[config.mk]
export PLATFORM = sky130hd
export DESIGN_NAME = dec24_flat
export DESIGN_NICKNAME = d
export VERILOG_FILES = /design/src/rtl/dec24_if.sv /design/src/rtl/dec24.sv /design/src/flat_wrapper.sv
export SDC_FILE = /design/constraint.sdc
export NUM_CORES = 1
export LEC_CHECK = 0
export CAP_MARGIN = 20
export CELL_PAD_IN_SITES_DETAIL_PLACEMENT = 1
export CELL_PAD_IN_SITES_GLOBAL_PLACEMENT = 1
export CORE_AREA = 10 10 47 49
export DETAILED_ROUTE_END_ITERATION = 6
export DIE_AREA = 0 0 57 59
export DONT_BUFFER_PORTS = 1
export PLACE_DENSITY_LB_ADDON = 0.2
export SLEW_MARGIN = 25
export SYNTH_ARGS = -nofsm -noshare
export SYNTH_HDL_FRONTEND = slang
export SYNTH_SLANG_ARGS = --single-unit
[constraint.sdc]
create_clock -name CLK -period 0.8 [get_ports CLK]
set_clock_uncertainty 0.05 [all_clocks]
set_input_delay 0.16 -clock CLK [delete_from_list [all_inputs] [get_ports CLK]]
set_output_delay 0.16 -clock CLK [all_outputs]
set_load 0.02 [all_outputs]
[src/rtl/dec24_if.sv]
// Decoder bus: enable and binary index toward the decoder, registered one-hot back.
interface dec24_if #(
  parameter int IN_W  = 2,
  parameter int OUT_W = 2 ** IN_W
);
  logic             EN;
  logic [IN_W-1:0]  IN;
  logic [OUT_W-1:0] OUT;

  modport master (output EN, output IN, input OUT);
  modport slave  (input EN, input IN, output OUT);
endinterface

[src/rtl/dec24.sv]
// Registered 2-to-4 line decoder with active-high enable and async active-high reset.
module dec24 #(
  parameter int IN_W  = 2,
  parameter int OUT_W = 2 ** IN_W
) (
  input  logic   CLK,
  input  logic   RST,
  dec24_if.slave bus
);
  logic [OUT_W-1:0] dec;

  // X/Z on EN or IN fails every equality test, so unknowns decode to all-zero.
  always_comb begin
    dec = '0;
    if (bus.EN == 1'b1) begin
      for (int unsigned k = 0; k < OUT_W; k++) begin
        if (bus.IN == IN_W'(k)) dec[k] = 1'b1;
      end
    end
  end

  always_ff @(posedge CLK or posedge RST) begin
    if (RST) bus.OUT <= '0;
    else     bus.OUT <= dec;
  end
endmodule

[src/flat_wrapper.sv]
// flat-port wrapper written by rule: the top's interface ports become plain ports
module dec24_flat 
#(
  parameter int IN_W  = 2,
  parameter int OUT_W = 2 ** IN_W
)
  (CLK, RST, bus_EN, bus_IN, bus_OUT);
  dec24_if #(.IN_W(IN_W), .OUT_W(OUT_W)) bus_i ();
  input  logic CLK;
  input  logic RST;
  input wire logic [$bits(bus_i.EN)-1:0] bus_EN;
  input wire logic [$bits(bus_i.IN)-1:0] bus_IN;
  output wire logic [$bits(bus_i.OUT)-1:0] bus_OUT;
  assign bus_i.EN = bus_EN;
  assign bus_i.IN = bus_IN;
  assign bus_OUT = bus_i.OUT;
  dec24 #(.IN_W(IN_W), .OUT_W(OUT_W)) u_core (.CLK(CLK), .RST(RST), .bus(bus_i));
endmodule
==> flow_summary.json, run 1 <==
{
  "port_buffers": 0,
  "vias_per_cell": 2.93,
  "drc": 0,
  "firstDrtPassIters": 1,
  "cts-htree-levels": 1,
  "grt_pass1_wl_um": 558,
  "rsz0062_at_grt": "true",
  "status": "finished with violations",
  "syn_to_final_growth_pct": 47.8,
  "top_register": "u_core.bus.OUT",
  "syn-cell-area_um2": 141,
  "tritoncts": "built",
  "cts-buffers-inserted": 3,
  "ys_seq_elements": 4,
  "final_util": 0.149,
  "finalSetupViolCount": 4,
  "fin_crit_sh": 1.10,
  "dp_slack_ns": 0.158,
  "clockBufferDepth": 2,
  "antenna_found_initial": 0,
  "crit_type": "flop to primary output",
  "drive_gt1_frac": 0.643,
  "grt_pass1_vias": 122,
  "hold_path_depth": 1,
  "grt_max_degree": 5,
  "final.setup.worst_slack_ns": -0.0793,
  "ant_nets": 0,
  "vdd_drop_max_uv": 421,
  "largest_reg_flops": 4,
  "finalHoldViolations": 0,
  "crit_fanout": 1,
  "finalMaxSlewViolations": 0,
  "cap_violations": 0,
  "crit_path_start_kind": "flop",
  "fin_nets": 21,
  "dieArea_mm2": 0.00336,
  "die_h_um": 59,
  "worstMarginPinSlew_ns": 0.150,
  "grtUsageTotal": 0.0281,
  "num_antenna_cells": 0,
  "endpoint_kind": "primary output",
  "clkSinkCount": 4,
  "power_leakage_nw": 0.0998,
  "syn_nets": 14,
  "cp.depth": 0,
  "crit_arrival_ns": 0.67,
  "syn_avg_cell_area_um2": 15.7,
  "avgRoutedWirePerCell_um": 11.1,
  "violations": "negative setup slack",
  "grt_remaining_overflow": 0,
  "drtIter0Drc": 0,
  "rows": 14,
  "clkSlewWorstSetupHoldPaths_ns": 0.04,
  "yosys_warnings": 0,
  "fmax_ghz": 1.14,
  "ys_seq_area_frac": 0.708,
  "synth_cell_types": 5,
  "drt_wl_total_um": 333,
  "hp-class": "primary input to flop",
  "core_region_area_mm2": 0.00140,
  "reg_top3": "u_core.bus.OUT (4)",
  "num_io_pins": 9,
  "via_count": 88,
  "synthCells": 9,
  "die_x_um": 57,
  "required_ns": 0.59,
  "powerDensity_mw_per_mm2": 2340,
  "start_util": 0.101,
  "fin_crit_ns": 0.879,
  "gp_congestion": 0.554,
  "root_buffer": "clkbuf_4",
  "maxSlewHeadroom": 0.900
}
-- power breakdown --
part           internal [mW]  switching (mW)  total [mW]
sequential             0.213          0.0136       0.226
clock                  0.167          0.0752       0.243
combinational         0.0126         0.00660      0.0192
-- synthesized netlist by cell type --
library cell  count  area share
dfrtp_1           4        0.71
and3b_1           2        0.12
and3_2            1       0.053
inv_1             1       0.027
nor3b_2           1       0.088
-- path summary, 6_finish.rpt --
kind                                    from           endpoint
setup / recovery           u_core.bus.OUT[2]         bus_OUT[2]
hold / removal                     bus_IN[1]  u_core.bus.OUT[2]
max in group asynchronous                RST  u_core.bus.OUT[0]
min in group asynchronous                RST  u_core.bus.OUT[2]
-- metal layers --
metal,share of wire,global-route usage
met3,0.21,0.0279
met5,0,0
met2,0.25,0.0186
met1,0.45,0.0226
met4,0.081,0.0705
-- stage by stage --
stage	std cells	setup TNS [ns]	power (mW)	instance area, um2	hold slack, ns
2_1_floorplan	9	0	0.237	141	-0.124
3_3_place_gp	25	0	0.241	161	-0.113
3_5_place_dp	25	0	0.241	161	-0.110
4_1_cts	30	-0.359	0.504	209	0.0478
5_1_grt	30	-0.402	0.524	209	0.0388
6_report	30	-0.308	0.488	209	0.0444
-- layout make-up --
type	count	area [um2]
clock buffers	3	22.5
repair buffers	2	20.0
inverters	1	3.75
flip-flops and latches	4	105
fillers	166	1190
multi-input cells	4	37.5
well taps	16	20.0
-- what timing repair did --
item	CTS	global route
buffers inserted	0	0
setup endpoints to repair	4	4
endpoints found under the hold margin	5	0
hold buffers	2	0
gates resized for setup	4	0
-- layout by cell type (no fill, tap or decap), drive strengths merged --
cell         count
dlygate4sd3      2
nor3b            1
dfrtp            4
and3b            2
inv              1
clkbuf           3
and3             1
-- kinds of logic (layout without fill, tap and decap cells) --
family / count (synthesis) / count (layout) / share of synthesized area
buffers and inverters: 1 / 6 / 0.0265
DFF: 4 / 4 / 0.708
and+or+nand+nor: 4 / 4 / 0.266
Note: power is estimated with default switching activity, not from simulation.
==> run 2, diff against run 1 <==
--- a/config.mk
+++ b/config.mk
@@ -13,6 +13,7 @@
 export DIE_AREA = 0 0 57 59
 export DONT_BUFFER_PORTS = 1
 export PLACE_DENSITY_LB_ADDON = 0.2
+export SKIP_LAST_GASP = 1
 export SLEW_MARGIN = 25
 export SYNTH_ARGS = -nofsm -noshare
 export SYNTH_HDL_FRONTEND = slang
==> results of run 2 <==
The final DEF is identical to that of run 1; final timing and power are the same.
==> edit: new RTL, flow settings as in run 1 <==
`IN_W` is set to 2 in 3 places; all go to 3.
--- a/src/rtl/dec24_if.sv
+++ b/src/rtl/dec24_if.sv
@@ -1,5 +1,5 @@
 // Decoder bus: enable and binary index toward the decoder, registered one-hot back.
 interface dec24_if #(
-  parameter int IN_W  = 2,
+  parameter int IN_W  = 3,
   parameter int OUT_W = 2 ** IN_W
 );
--- a/src/rtl/dec24.sv
+++ b/src/rtl/dec24.sv
@@ -1,5 +1,5 @@
 // Registered 2-to-4 line decoder with active-high enable and async active-high reset.
 module dec24 #(
-  parameter int IN_W  = 2,
+  parameter int IN_W  = 3,
   parameter int OUT_W = 2 ** IN_W
 ) (
--- a/src/flat_wrapper.sv
+++ b/src/flat_wrapper.sv
@@ -2,5 +2,5 @@
 module dec24_flat 
 #(
-  parameter int IN_W  = 2,
+  parameter int IN_W  = 3,
   parameter int OUT_W = 2 ** IN_W
 )
Interface: changed (resized bus_IN and bus_OUT); port bits go from 9 to 14. The function was not compared with the original's and may differ.
==> edit against run 1 <==
  * The run ends with negative hold slack, negative setup slack left
  * Setup slack got worse by 0.027 ns
  * Design area increased by 74%
  * Count of clock-buffer cells in the layout did not move
  * Maximum frequency down 3.0%
  * Routed wire length increased by 110%
  * First-iteration DRC count up 6
  * Sequential cell count is 4 higher
  * Power grew 58%
  * Synthesized area rose by 110%
==> edit: results (changes against run 1) <==
Placement
  • Dpl ws: 0.151 ns (was 0.158 ns)
  • Inst Count DP: 33 (was 25)
  • RePlAce Congestion: 0.625 (was 0.554)

Clock network
  • CTS Hold Bufs: 1 (was 2)
  • Clock buffer depth: 2 (unchanged)
  • Clock Pin Slew Worst Setup and Hold Paths: 0.06 ns (was 0.04 ns)

GRT
  • Largest net degree at the start of global routing: 9 (was 5)
  • Vias in the first global route: 225 (was 122)
  • Global-route wire length before repair: 1100 um (was 558 um)
  • GR Util All Layers: 4.74% (was 2.81%)

Final layout
  • Regs by FF count: u_core.bus.OUT (8) (was u_core.bus.OUT (4))
  • Share of cells above drive strength 1: 90.5% (was 64.3%)
  • Nets: 29 (was 21)

Route
  • Detailed Route WL: 701 um (was 333 um)
  • Via density per instance: 4.62 (was 2.93)
  • DRT Pass-1 Iters: 2 (was 1)
  • Iter 0 DRT Violations: 6 (was 0)

STA
  • Final setup viols: 8 (was 4)
  • Worst setup margin: -0.106 ns (was -0.0793 ns)
  • WHS: -0.0882 ns (was 0.0444 ns)
  • Headroom to the max-slew limit: 80.1% (was 90.0%)
  • Setup_tns: -0.825 ns (was -0.308 ns)
  • Final hold vios: 1 (was 0)

Synth
  • Yosys top cell area share: 66.7% (was 70.8%)
  • Syn nets: 23 (was 14)
  • Synth top area cells: dfrtp_1 67%, and4bb_2 13%, and4b_2 11%, nor4b_2 5.0%, and4_2 3.3% (was dfrtp_1 71%, and3b_1 12%, nor3b_2 8.8%, and3_2 5.3%, inv_1 2.7%)
  • Seq/Total Area, Yosys: 66.7% (was 70.8%)
  • Commonest cells in the synthesized netlist: 8 x dfrtp_1, 3 x and4b_2, 3 x and4bb_2 (was 4 x dfrtp_1, 2 x and3b_1, 1 x and3_2, 1 x inv_1, 1 x nor3b_2)
  • Unique masters post-synth: 6 (was 5)
  • Fraction of registers with async set/reset: 100% (unchanged)
  • Syn Area/Cell: 17.7 um^2 (was 15.7 um^2)

Power
  • Leakage: 0.154 nW (was 0.0998 nW)
  • P_sw: 165 uW (was 95.4 uW)
  • Worst-case vdd ir drop: 0.540 mV (was 0.421 mV)

Run status
  • Failing checks: negative hold slack, negative setup slack (was negative setup slack)
  • Status: finished, violations left (unchanged)
## edit: changes by cell type after synthesis
cell	delta
and3_2	-1
and4_2	+1
nor4b_2	+1
and4bb_2	+3
and4b_2	+3
nor3b_2	-1
and3b_1	-2
dfrtp_1	+4
## edit: routing by layer
| layer | track usage [%] | part of all wire (%) | up-vias |
|---|---|---|---|
| li1 | - | - | 75 |
| met1 | 3.98 | 34 | 79 |
| met2 | 5.27 | 41 | 13 |
| met3 | 3.22 | 18 | 4 |
| met4 | 9.06 | 7.6 | 0 |
| met5 | 0 | 0 | - |
## edit: logic make-up after synthesis
logic type	synth area share (%)
AND/OR/NAND/NOR	32.1
buffers and inverters	1.25
flip-flops	66.7
## edit: final timing paths
kind / endpoint / slack (ns) / start / cells after the start
setup / recovery: bus_OUT[3] / -0.11 / u_core.bus.OUT[3] / 0
hold / removal: u_core.bus.OUT[0] / -0.09 / bus_IN[2] / 1
max in group asynchronous: u_core.bus.OUT[0] / 0.21 / RST / 2
min in group asynchronous: u_core.bus.OUT[3] / 0.24 / RST / 2
## edit: final cells by class
class / instances / area [um^2]
timing repair buffer: 1 / 10.0
fill: 164 / 1040
multi-input combinational: 8 / 96.3
sequential: 8 / 210
inverter: 1 / 3.75
tap: 16 / 20.0
clock buffer: 3 / 22.5
## edit: timing repair
action,in CTS,in global routing
hold endpoints to repair,9,1
gates resized for setup,8,0
setup buffers,0,0
endpoints found under the setup margin,8,8
## edit: power by group through the flow
| stage | registers [mW] | clock network, mW | logic [mW] |
|---|---|---|---|
| final | 0.435 | 0.308 | 0.0284 |
| after global routing | 0.436 | 0.345 | 0.0322 |
| after CTS | 0.436 | 0.322 | 0.0296 |
| after detailed placement | 0.441 | 0 | 0.0258 |
| after global placement | 0.441 | 0 | 0.0255 |
| after floorplan | 0.439 | 0 | 0.0220 |
